==> src/rtl/aes_pkg.sv <==
// Shared AES datapath constants: byte width and symbolic write-source indices
// for the state-register write mux.
package aes_pkg;

    localparam int AES_BYTE_W = 8;

    localparam logic [2:0] WR_SRC_BUF  = 3'd0;
    localparam logic [2:0] WR_SRC_SBOX = 3'd1;
    localparam logic [2:0] WR_SRC_MIX  = 3'd2;
    localparam logic [2:0] WR_SRC_KEY  = 3'd3;
    localparam logic [2:0] WR_SRC_PT   = 3'd4;

endpackage

==> src/rtl/aes_write_mux_buf.sv <==
// One-cycle input buffer for a write-mux source; synchronous reset to zero.
// Latency 1 cycle, free-running capture, no backpressure.
module aes_write_mux_buf #(
    parameter int WIDTH = 8
) (
    input  logic             clk,
    input  logic             rst,
    input  logic [WIDTH-1:0] d,
    output logic [WIDTH-1:0] q
);

    always_ff @(posedge clk) begin
        if (rst) q <= '0;
        else     q <= d;
    end

endmodule

==> src/rtl/aes_write_mux_n.sv <==
// N-to-1 AES state write mux with per-input buffers, hold, precharge-to-zero,
// sticky bad-select flag and beat counter. Latency REG_MASK[i]+OUT_REG; no backpressure.
module aes_write_mux_n
    import aes_pkg::*;
#(
    parameter int                WIDTH    = AES_BYTE_W,
    parameter int                NUM_IN   = 5,
    parameter logic [NUM_IN-1:0] REG_MASK = 5'b00001,
    parameter bit                OUT_REG  = 1'b0,
    parameter int                COUNT_W  = 8,
    parameter int                SEL_W    = $clog2(NUM_IN)
) (
    input  logic                    clk,
    input  logic                    rst,
    input  logic [SEL_W-1:0]        sel,
    input  logic                    sel_valid,
    input  logic                    hold,
    input  logic                    precharge,
    input  logic [NUM_IN*WIDTH-1:0] d,
    output logic [WIDTH-1:0]        y,
    output logic                    y_valid,
    output logic                    sel_err,
    output logic [COUNT_W-1:0]      wr_count
);

    if (NUM_IN < 2 || WIDTH < 1 || $bits(REG_MASK) != NUM_IN || SEL_W != $clog2(NUM_IN)) begin : g_bad_cfg
        $error("aes_write_mux_n: illegal parameter combination");
    end

    logic [WIDTH-1:0] src [NUM_IN];
    logic [WIDTH-1:0] sel_src;
    logic [WIDTH-1:0] held;
    logic [WIDTH-1:0] nxt;
    logic             nxt_valid;
    logic             sel_oob;

    for (genvar i = 0; i < NUM_IN; i++) begin : g_src
        if (REG_MASK[i]) begin : g_buf
            aes_write_mux_buf #(.WIDTH(WIDTH)) u_buf (
                .clk (clk),
                .rst (rst),
                .d   (d[i*WIDTH +: WIDTH]),
                .q   (src[i])
            );
        end else begin : g_direct
            assign src[i] = d[i*WIDTH +: WIDTH];
        end
    end

    assign sel_oob = (32'(sel) >= 32'(NUM_IN));

    // Out-of-range selects fall through to the last input, as the legacy default arm did.
    always_comb begin
        sel_src = src[NUM_IN-1];
        for (int i = 0; i < NUM_IN - 1; i++) begin
            if (32'(sel) == 32'(i)) sel_src = src[i];
        end
    end

    always_comb begin
        nxt_valid = sel_valid & ~precharge;
        if (precharge)  nxt = '0;
        else if (hold)  nxt = held;
        else            nxt = sel_src;
    end

    always_ff @(posedge clk) begin
        if (rst)                                   held <= '0;
        else if (sel_valid && !hold && !precharge) held <= sel_src;
    end

    if (OUT_REG) begin : g_out_reg
        always_ff @(posedge clk) begin
            if (rst) begin
                y       <= '0;
                y_valid <= 1'b0;
            end else begin
                y       <= nxt;
                y_valid <= nxt_valid;
            end
        end
    end else begin : g_out_comb
        assign y       = nxt;
        assign y_valid = nxt_valid;
    end

    always_ff @(posedge clk) begin
        if (rst)                      sel_err <= 1'b0;
        else if (sel_valid && sel_oob) sel_err <= 1'b1;
    end

    // Counts beats as seen on the output, so it lines up with y_valid in traces.
    always_ff @(posedge clk) begin
        if (rst)          wr_count <= '0;
        else if (y_valid) wr_count <= wr_count + COUNT_W'(1);
    end

endmodule

==> config.mk <==
export PLATFORM = sky130hd
export DESIGN_NAME = aes_write_mux_n
export DESIGN_NICKNAME = d
export VERILOG_FILES = /design/src/rtl/aes_pkg.sv /design/src/rtl/aes_write_mux_buf.sv /design/src/rtl/aes_write_mux_n.sv
export SDC_FILE = /design/constraint.sdc
export NUM_CORES = 1
export LEC_CHECK = 0
export BUFFER_PORTS_ARGS = -buffer_cell sky130_fd_sc_hd__buf_2
export CAP_MARGIN = 20
export CORE_MARGIN = 2
export CORE_UTILIZATION = 35
export CTS_CLUSTER_SIZE = 12
export DETAILED_ROUTE_END_ITERATION = 7
export PLACE_DENSITY = 0.61
export SETUP_SLACK_MARGIN = 0.05
export SYNTH_ARGS = -nofsm -noshare
export SYNTH_HDL_FRONTEND = slang
export SYNTH_HIERARCHICAL = 1
export SYNTH_SLANG_ARGS = --single-unit
==> constraint.sdc <==
create_clock -name clk -period 2.6 [get_ports clk]
set_input_delay 0.26 -clock clk [delete_from_list [all_inputs] [get_ports clk]]
set_output_delay 0.26 -clock clk [all_outputs]
set_load 0.01 [all_outputs]
==> results.json <==
{
  "yosysMostFrequentCell": "nand2_1",
  "synthSimpleGateAreaFrac": 0.2519,
  "ir_drop_uv": 223.4,
  "timing.fmax_mhz": 499.4,
  "worst_setup_path_startpoint": "sel[0]",
  "endpoint_kind": "primary output",
  "io_pins": 66,
  "drt_iter0_drc": 67,
  "synth_compound_area_frac": 0.2726,
  "synth_top_family_by_area": "compound AO/OA/AOI/OAI gates",
  "grt_pass1_wl_mm": 6.582,
  "antenna_found_initial": 0,
  "avgSynthCellArea_um2": 7.705,
  "ys_seq_elements": 25,
  "synth_area_leaders": "dfxtp_1 33%, o32ai_2 8.6%, nand2_1 6.7%",
  "min_path_type": "primary input to flip-flop",
  "synthXorXnorAreaFrac": 0.03480,
  "synth_top_area_share": 0.3314,
  "coreArea_mm2": 0.004086,
  "hpwlAfterDp_mm": 2.990,
  "ys_async_sr_fraction": 0,
  "grt_usage": 0.1633,
  "clock_latency_ns": 0.26,
  "layout_min_cycle_time_ns": 2.002,
  "r2r_end": "wr_count[7]",
  "cts.sinks": 25,
  "clockRootBuffer": "clkbuf_8",
  "ys_top_cells_by_count": "27 x nand2_1, 25 x dfxtp_1, 24 x nor2_1",
  "wl_mm": 3.844,
  "ys_types": 31,
  "syn_to_final_growth_pct": 23.53,
  "finalNetCount": 302,
  "path_class": "primary input to primary output",
  "r2r_setup_slack_ns": 1.45,
  "dr.pass1.iters": 4,
  "clock_skew_ns": 0.002056,
  "synth_flop_cell": "dfxtp_1",
  "hold_viol": 0,
  "setup_viol": 0,
  "critical_path_required_ns": 2.34,
  "grt-ovfl-total": 0,
  "fin_crit_sh": 0.7701,
  "ant_nets": 0,
  "vias": 1539,
  "fp.dieW_um": 69.69,
  "synth_fa_ha_area_frac": 0.008285,
  "status": "finished clean",
  "portBuffers": 65,
  "routedWlPerCell_um": 12.73,
  "synth_top_area_cell": "dfxtp_1",
  "cts-buffers-inserted": 3,
  "yosysWarningCount": 6,
  "mappedNetlistNets": 245,
  "routed_via_density": 5.096,
  "cp-start-kind": "primary input",
  "grt_max_degree": 21,
  "min_path_cells": 2,
  "maxCapViolations": 0,
  "synth_mux_area_frac": 0.006628,
  "cts.path.max_buffers": 2,
  "synth_cells": 196,
  "rows": 23,
  "holdPathEnd": "g_src[0].g_buf.u_buf/q[3]",
  "htreeDepth": 1,
  "ff2ff_path_depth": 4,
  "grt_pass1_vias": 1473,
  "cts_setup_buffers": 0,
  "cts_hold_buf": 0,
  "max_slew_margin": 0.5830,
  "final.setup.tns_ns": 0,
  "cts_tree": "yes",
  "drive_gt1_frac": 0.3175,
  "cts_resized": 0,
  "worstPathArrival_ns": 1.74,
  "rsz0062_at_grt": "no",
  "fill_cells": 442,
  "synth_area_mm2": 0.001510,
  "start_util": 0.3696,
  "gp_congestion": 0.7939,
  "timing.rr.start": "wr_count[2]",
  "die_y_um": 69.69,
  "holdCritStartpoint": "d[3]",
  "die_area_mm2": 0.004856,
  "synth_edf_count": 0,
  "leakagePower_uw": 0.0008020,
  "crit_path_max_fanout": 19,
  "tightest_slew_ns": 0.6254,
  "antenna_cells": 0,
  "slew_viol_final": 0,
  "clkTransAtPathRegs_ns": 0.09,
  "pwr_density_cell_mw_per_mm2": 431.9,
  "dp.cells": 298,
  "yosysSeqAreaShare": 0.3314,
  "fin_cells": 302,
  "drc": 0
}
## area by class of cell
type	count	area, um^2	area share
flip-flops and latches	25	500.5	0.2683
multi-input cells	141	867.1	0.4648
clock buffers	3	41.29	0.02213
inverters	17	63.81	0.03421
well taps	50	62.56	0.03353
repair buffers	65	325.3	0.1744
clock inverters	1	5.005	0.002683
## placed cells by master (no fill, tap or decap), types with 2 or more instances in the layout
cell / n
o311ai_1: 8
clkbuf_8: 3
o221ai_1: 8
nand3_1: 8
nor3_1: 2
dfxtp_1: 25
nor2b_1: 8
xnor2_1: 3
buf_2: 65
a21oi_1: 10
nand3b_1: 2
inv_1: 16
nand2_1: 27
o32ai_2: 8
o21ai_0: 17
xor2_1: 3
nor2_1: 24
nand4_1: 3
## flip-flops by register name (all words and copies together) (netlist names)
register / flops
sel_err: 1
wr_count: 8
g_src.g_buf.u_buf/q: 8
held: 8
## worst max-delay path, cell delays in order
cell	delay [ns]
buf_2	0.21
or2_1	0.43
o32ai_2	0.35
o221ai_1	0.17
a21oi_1	0.18
buf_2	0.15
## metal layers
layer  GRT usage  share of wire
met2      0.2650           0.44
met5           0              0
met4     0.03846         0.0068
met3     0.03343          0.067
met1      0.2225           0.48
## metrics by stage
step / worst slack, ns / area, um^2 / util / hold slack [ns] / total power, uW
2_1_floorplan: 1.001 / 1510 / - / 0.3316 / 522.6
3_3_place_gp: 0.6188 / 1819 / 0.4452 / 0.4400 / 585.0
3_5_place_dp: 0.5928 / 1819 / 0.4452 / 0.4482 / 585.6
4_1_cts: 0.5925 / 1866 / 0.4565 / 0.1905 / 815.1
5_1_grt: 0.4868 / 1866 / 0.4565 / 0.2001 / 850.1
6_report: 0.5977 / 1866 / 0.4565 / 0.1960 / 805.7
## where the power goes
group	internal (uW)	switching, uW	leakage [uW]	total [uW]
Clock	107	123	0.0000255	230
Sequential	397	7.03	0.000205	404
Combinational	74.1	97.8	0.000572	172
Total	578	227	0.000802	806
## cells by family after synthesis
logic type	count (synthesis)
and+or+nand+nor	81
AOI/OAI and AO/OA	52
buffers and inverters	30
DFF	25
xor gates and xnor gates	6
muxes	1
adders and majority gates	1
## worst max-delay path by stage
stage | cells past startpoint | end
floorplan | 6 | y[6]
global placement | 6 | y[6]
detailed placement | 6 | y[6]
CTS | 6 | y[6]
global route | 6 | y[3]
finish | 6 | y[6]
(Power assumes the default switching activity.)
